==> config.mk <==
export PLATFORM = sky130hd
export DESIGN_NAME = chunked_wide_adder_flat
export DESIGN_NICKNAME = d
export VERILOG_FILES = /design/src/rtl/chunked_wide_adder_if.sv /design/src/rtl/chunked_wide_adder.sv /design/src/flat_wrapper.sv
export SDC_FILE = /design/constraint.sdc
export NUM_CORES = 1
export LEC_CHECK = 0
export BUFFER_PORTS_ARGS = -buffer_cell sky130_fd_sc_hd__buf_4
export CORE_MARGIN = 2
export CORE_UTILIZATION = 45
export DETAILED_ROUTE_END_ITERATION = 12
export PLACE_DENSITY = 0.68
export SYNTH_ARGS = -nofsm -noshare
export SYNTH_HDL_FRONTEND = slang
export SYNTH_SLANG_ARGS = --single-unit
==> constraint.sdc <==
create_clock -name clk -period 6.98 [get_ports clk]
set_input_delay 0.349 -clock clk [delete_from_list [all_inputs] [get_ports clk]]
set_output_delay 0.349 -clock clk [all_outputs]
set_load 0.01 [all_outputs]
==> src/rtl/chunked_wide_adder_if.sv <==
`default_nettype none
// ============================================================================
//  Module      : chunked_wide_adder_if
//  Description : Operand/result handshake bundle for chunked_wide_adder.
//                The ovf signal exists only when SIGNED_OVF_EN is defined.
//  Revision    : 1.0 - initial release
// ============================================================================
interface chunked_wide_adder_if #(
    parameter int W = 40
);
    logic         in_valid;
    logic         in_ready;
    logic [W-1:0] a;
    logic [W-1:0] b;
    logic         cin;
    logic         out_valid;
    logic         out_ready;
    logic [W-1:0] sum;
    logic         cout;
`ifdef SIGNED_OVF_EN
    logic         ovf;
`endif

    // Producer of operands / consumer of results
    modport master (
        output in_valid, a, b, cin, out_ready,
        input  in_ready, out_valid, sum, cout
`ifdef SIGNED_OVF_EN
        , input ovf
`endif
    );

    // The sequencer itself
    modport slave (
        input  in_valid, a, b, cin, out_ready,
        output in_ready, out_valid, sum, cout
`ifdef SIGNED_OVF_EN
        , output ovf
`endif
    );
endinterface
`default_nettype wire

==> src/rtl/chunked_wide_adder.sv <==
`default_nettype none
// ============================================================================
//  Module      : chunked_wide_adder (with ripple_carry_10bit)
//  Description : Multi-cycle wide adder. Feeds one 10-bit ripple-carry adder
//                a chunk per cycle, LSB chunk first, carrying between cycles
//                and assembling the full sum in a shift register.
//                Optional macro SIGNED_OVF_EN adds a signed overflow flag.
//  Revision    : 1.0 - initial release
// ============================================================================

// 10-bit ripple-carry adder: the only arithmetic on the datapath.
module ripple_carry_10bit (
    input  logic [9:0] i_a,
    input  logic [9:0] i_b,
    input  logic       i_cin,
    output logic [9:0] o_s,
    output logic       o_cout
);
    logic [10:0] w_carry;

    assign w_carry[0] = i_cin;

    for (genvar i = 0; i < 10; i++) begin : g_bit
        assign o_s[i]         = i_a[i] ^ i_b[i] ^ w_carry[i];
        assign w_carry[i + 1] = (i_a[i] & i_b[i]) | (w_carry[i] & (i_a[i] ^ i_b[i]));
    end

    assign o_cout = w_carry[10];
endmodule

module chunked_wide_adder #(
    parameter int NUM_CHUNKS = 4,
    parameter int CNT_W      = 4
) (
    input  logic                 clk,
    input  logic                 rst_n,
    chunked_wide_adder_if.slave  bus
);
    localparam int              c_W        = 10 * NUM_CHUNKS;
    localparam logic [CNT_W-1:0] c_LAST_CNT = CNT_W'(NUM_CHUNKS - 1);

    typedef enum logic [1:0] {
        S_IDLE = 2'd0,
        S_BUSY = 2'd1,
        S_DONE = 2'd2
    } state_t;

    state_t           r_state;
    state_t           w_state_nxt;

    logic [CNT_W-1:0] r_cnt;
    logic             r_carry;
    logic [c_W-1:0]   r_a;
    logic [c_W-1:0]   r_b;
    logic [c_W-1:0]   r_sum;
    logic             r_cout;

    logic             w_in_ready;
    logic             w_out_valid;
    logic             w_accept;
    logic             w_step;
    logic             w_last;
    logic             w_cnt_end;

    logic [9:0]       w_chunk_s;
    logic             w_chunk_cout;
    logic [c_W-1:0]   w_sum_nxt;

    // Single shared chunk adder, always looking at the low chunk of the operands
    ripple_carry_10bit u_rca (
        .i_a    (r_a[9:0]),
        .i_b    (r_b[9:0]),
        .i_cin  (r_carry),
        .o_s    (w_chunk_s),
        .o_cout (w_chunk_cout)
    );

    // New chunk result enters at the top; earlier chunks drift toward bit 0
    if (NUM_CHUNKS == 1) begin : g_single_chunk
        assign w_sum_nxt = w_chunk_s;
    end else begin : g_multi_chunk
        assign w_sum_nxt = {w_chunk_s, r_sum[c_W-1:10]};
    end

    // State register
    always_ff @(posedge clk) begin
        if (!rst_n) begin
            r_state <= S_IDLE;
        end else begin
            r_state <= w_state_nxt;
        end
    end

    // Next-state decode and handshake outputs
    always_comb begin
        w_state_nxt = r_state;
        w_in_ready  = 1'b0;
        w_out_valid = 1'b0;
        w_accept    = 1'b0;
        w_step      = 1'b0;
        w_last      = 1'b0;
        w_cnt_end   = (r_cnt >= c_LAST_CNT);
        case (r_state)
            S_IDLE: begin
                w_in_ready = 1'b1;
                if (bus.in_valid) begin
                    w_accept    = 1'b1;
                    w_state_nxt = S_BUSY;
                end
            end
            S_BUSY: begin
                w_step = 1'b1;
                if (r_cnt == c_LAST_CNT) begin
                    w_last      = 1'b1;
                    w_state_nxt = S_DONE;
                end else if (r_cnt > c_LAST_CNT) begin
                    // Counter code outside the chunk range: abandon the op
                    w_state_nxt = S_IDLE;
                end
            end
            S_DONE: begin
                w_out_valid = 1'b1;
                if (bus.out_ready) begin
                    w_state_nxt = S_IDLE;
                end
            end
            default: begin
                w_state_nxt = S_IDLE;
            end
        endcase
    end

    // Operand shift registers, chunk carry, counter and result registers
    always_ff @(posedge clk) begin
        if (!rst_n) begin
            r_a     <= '0;
            r_b     <= '0;
            r_sum   <= '0;
            r_carry <= 1'b0;
            r_cnt   <= '0;
            r_cout  <= 1'b0;
        end else if (w_accept) begin
            r_a     <= bus.a;
            r_b     <= bus.b;
            r_carry <= bus.cin;
            r_cnt   <= '0;
        end else if (w_step) begin
            r_a     <= r_a >> 10;
            r_b     <= r_b >> 10;
            r_sum   <= w_sum_nxt;
            r_carry <= w_chunk_cout;
            // Counter never runs past the last chunk index
            r_cnt   <= w_cnt_end ? '0 : r_cnt + CNT_W'(1);
            if (w_last) begin
                r_cout <= w_chunk_cout;
            end
        end
    end

`ifdef SIGNED_OVF_EN
    logic r_sa;
    logic r_sb;
    logic r_ovf;

    // Operand signs captured at acceptance; overflow judged on the final chunk
    always_ff @(posedge clk) begin
        if (!rst_n) begin
            r_sa  <= 1'b0;
            r_sb  <= 1'b0;
            r_ovf <= 1'b0;
        end else if (w_accept) begin
            r_sa  <= bus.a[c_W-1];
            r_sb  <= bus.b[c_W-1];
        end else if (w_last) begin
            r_ovf <= (r_sa == r_sb) && (w_chunk_s[9] != r_sa);
        end
    end

    assign bus.ovf = r_ovf;
`endif

    assign bus.in_ready  = w_in_ready;
    assign bus.out_valid = w_out_valid;
    assign bus.sum       = r_sum;
    assign bus.cout      = r_cout;
endmodule
`default_nettype wire

==> src/flat_wrapper.sv <==
// flat-port wrapper written by rule: the top's interface ports become plain ports
module chunked_wide_adder_flat 
#(
    parameter int NUM_CHUNKS = 4,
    parameter int CNT_W      = 4
)
  (clk, rst_n, bus_in_valid, bus_a, bus_b, bus_cin, bus_out_ready, bus_in_ready, bus_out_valid, bus_sum, bus_cout);
  chunked_wide_adder_if #(.W((10 * NUM_CHUNKS))) bus_i ();
  input  logic clk;
  input  logic rst_n;
  input wire logic [$bits(bus_i.in_valid)-1:0] bus_in_valid;
  input wire logic [$bits(bus_i.a)-1:0] bus_a;
  input wire logic [$bits(bus_i.b)-1:0] bus_b;
  input wire logic [$bits(bus_i.cin)-1:0] bus_cin;
  input wire logic [$bits(bus_i.out_ready)-1:0] bus_out_ready;
  output wire logic [$bits(bus_i.in_ready)-1:0] bus_in_ready;
  output wire logic [$bits(bus_i.out_valid)-1:0] bus_out_valid;
  output wire logic [$bits(bus_i.sum)-1:0] bus_sum;
  output wire logic [$bits(bus_i.cout)-1:0] bus_cout;
  assign bus_i.in_valid = bus_in_valid;
  assign bus_i.a = bus_a;
  assign bus_i.b = bus_b;
  assign bus_i.cin = bus_cin;
  assign bus_i.out_ready = bus_out_ready;
  assign bus_in_ready = bus_i.in_ready;
  assign bus_out_valid = bus_i.out_valid;
  assign bus_sum = bus_i.sum;
  assign bus_cout = bus_i.cout;
  chunked_wide_adder #(.NUM_CHUNKS(NUM_CHUNKS), .CNT_W(CNT_W)) u_core (.clk(clk), .rst_n(rst_n), .bus(bus_i));
endmodule
==> metrics.txt <==
status completed; final WL around 14 mm; crit-path cells fa_1 -> fa_1 -> fa_1 -> fa_1 -> fa_1 -> fa_1 -> fa_1 -> inv_1 -> fa_1 -> inv_1 -> fa_1 -> inv_1 -> fa_1 -> a211oi_1; most used cell along the critical path fa_1; register bit count reported by yosys roughly 130; total track usage between 20% and 30%; Layout area overhead 28.0%; Slew @ Worst Pin between 1 and 1.5 ns; f_max between 0.2 and 0.25 GHz; gpl congestion between 0.8 and 0.9; DR pass1 iterations 5; RR Startpoint u_core.r_b[0]; initial antenna violation count 0; largest stage delay on the critical path roughly 0.47 ns; via count 4797; PnR worst setup slack roughly 2 ns; ANT cells 0; Pwr per Cell Area roughly 280 nW/um^2; Core Box Area roughly 11000 um^2; Initial Utilization between 40% and 50%; mapped cell area around 5200 um^2; CP required between 7 and 8 ns; Routed Antenna Nets 0; Total Power 1.89 mW; Crit Reg-Reg Endpoint u_core.bus.sum[39]; GRT overflow 0; Hold WC Path Type input pin to register; Worst EP arrival 5.29 ns; clk sinks approximately 130; hold_sp bus_a[32]; warnings from Yosys 0; row count 39; final period utilization between 70% and 80%; vias per cell between 5 and 6; skew final around 0.0089 ns; critical path type register to register; Reg2Reg Setup Slack 2.00 ns; post-layout net count 813; Die H about 110 um; Detail Placement HPWL 8.86 mm; Syn Area/Cell ~8.3 um^2; number of global-route vias before repair between 4000 and 5000; min cycle time layout approximately 5.0 ns; Mapped Cells around 630; Die ar. 12500 um^2; H-tree Lvls 4; relative slew slack approximately 18%; Max IR drop VDD around 0.16 mV; Slew Limit Fails 0; LEAKAGE between 2 and 3 nW; CTS resizes 0; RSZ-0062 raised after global routing no; Fin. Hold Viols 0; Post-Syn Nets 723; worst hold endpoint u_core.r_a[32]; final setup vio count 0; DRC Markers 0; cells on worst reg2reg path 14; Post-CTS Setup Bufs 0; I/O pins roughly 130; Synth cell types 26; clock slew seen by the registers of the worst setup and hold paths 0.06 ns; per-cell routed wire length 15.9 um; CTS tree built; layout cells sized above 1 between 20% and 30%; largest net degree at the start of global routing 64; Bufs on Longest Clock Path 2; Seq/Total Area, Yosys between 40 and 50%; Starting DRT DRC Count roughly 360; Root Buffer clkbuf_16; startpoint class of the critical path register; Post-CTS Hold Buffers 0; CTS Buf Count 17; Clock Latency Late Sink around 0.41 ns; total of max-cap violations 0; first-pass GRT wire length about 23 mm; die extent in x 112 um; Slowest cell on crit path fa_1; CP endpoint kind register; Port Buf Inserts ~130; Fin Setup TNS 0 ns; pre-CTS setup slack just under 2 ns; Cells on Worst Hold Path 3; critical path peak fanout 2
worst max-delay path, delay by kind of cell (launching register included):
kind / cells / cell delay (ns)
fa+ha+maj: 10 / 4.14
flops: 1 / 0.32
buf+inv: 3 / 0.21
compound gates: 1 / 0.21
final cells by class:
class,count,area (um^2)
fill,1060,4700
tap,143,179
timing repair buffer,130,976
sequential,128,2560
multi-input combinational,428,2350
inverter,12,45.0
clock buffer,20,437
clock inverter,12,119
report_power, final:
| group | leakage [nW] | switching (mW) | internal [mW] |
|---|---|---|---|
| Sequential | 1.05 | 0.0315 | 0.783 |
| Combinational | 1.34 | 0.134 | 0.100 |
| Clock | 0.273 | 0.318 | 0.520 |
flip-flops by register name, summed over array words and instances, names as in the netlist:
register         flops
u_core.bus.sum      40
u_core.r_a          40
u_core.r_b          40
u_core.r_cnt         4
u_core.r_state       2
u_core.bus.cout      1
u_core.r_carry       1
metrics by stage:
step | hold slack, ns | instance area [um^2] | util, % | instances
2_1_floorplan | 0.448 | 5210 | - | 627
3_3_place_gp | 0.442 | 6120 | 53.8 | 841
3_5_place_dp | 0.453 | 6120 | 53.8 | 841
4_1_cts | 0.181 | 6670 | 58.7 | 873
5_1_grt | 0.180 | 6670 | 58.7 | 873
6_report | 0.186 | 6670 | 58.7 | 873
how the worst max path moves through the flow:
stage,cells past startpoint,slack [ns],startpoint,endpoint
final,14,2.00,u_core.r_b[0],u_core.bus.sum[39]
after global routing,16,1.73,u_core.r_b[0],u_core.r_carry
after CTS,14,1.96,u_core.r_b[0],u_core.bus.sum[39]
after detailed placement,14,1.97,u_core.r_b[0],u_core.bus.sum[39]
after global placement,14,2.05,u_core.r_b[0],u_core.bus.sum[39]
after floorplan,14,2.15,u_core.r_b[0],u_core.bus.sum[39]
layer usage:
| metal | GRT usage [%] | vias up | wire length (um) |
|---|---|---|---|
| li1 | - | 2370 | - |
| met1 | 29.3 | 2265 | 6240 |
| met2 | 36.2 | 139 | 6580 |
| met3 | 5.23 | 23 | 776 |
| met4 | 9.63 | 0 | 283 |
| met5 | 0 | - | 0 |
synthesized netlist by cell type (all sizes together):
cell | n | share of area, %
a311oi | 1 | 0.17
nor2 | 40 | 2.9
o22ai | 28 | 3.4
a211oi | 2 | 0.29
a32oi | 1 | 0.17
or3b | 1 | 0.17
clkbuf | 27 | 1.9
o21ai | 62 | 6.0
ha | 1 | 0.24
buf | 32 | 3.1
a21oi | 121 | 12
a22oi | 2 | 0.29
clkinv | 1 | 0.072
fa | 10 | 3.8
nand3 | 20 | 1.9
dfxtp | 128 | 49
nand2b | 2 | 0.24
nor4b | 1 | 0.46
nor3b | 3 | 0.53
o21ba | 1 | 0.19
nand2 | 98 | 7.1
nor2b | 2 | 0.24
inv | 11 | 0.79
o2bb2ai | 32 | 5.4
layout by cell type, fill, tap and decap left out, types with 2 or more instances in the layout:
master and n:
inv_1 9, inv_2 2, clkbuf_1 3, clkinv_2 7, nand2_1 98, fa_1 10, o2bb2ai_1 32, nor2_1 40
nand3_1 20, buf_4 130, clkinvlp_4 2, a211oi_1 2, a21oi_1 121, a22oi_1 2, o22ai_1 28, dfxtp_1 128
o21ai_0 62, bufinv_16 2, clkbuf_16 17, nor3b_1 2
cells by family after synthesis:
group / after synthesis / synth area share [%]
AOI/OAI and AO/OA: 250 / 27.4
adders and majority gates: 11 / 4.08
buffers and inverters: 71 / 5.88
DFF: 128 / 49.1
and+or+nand+nor: 167 / 13.5
No activity file was read; power rests on OpenSTA's default activity.
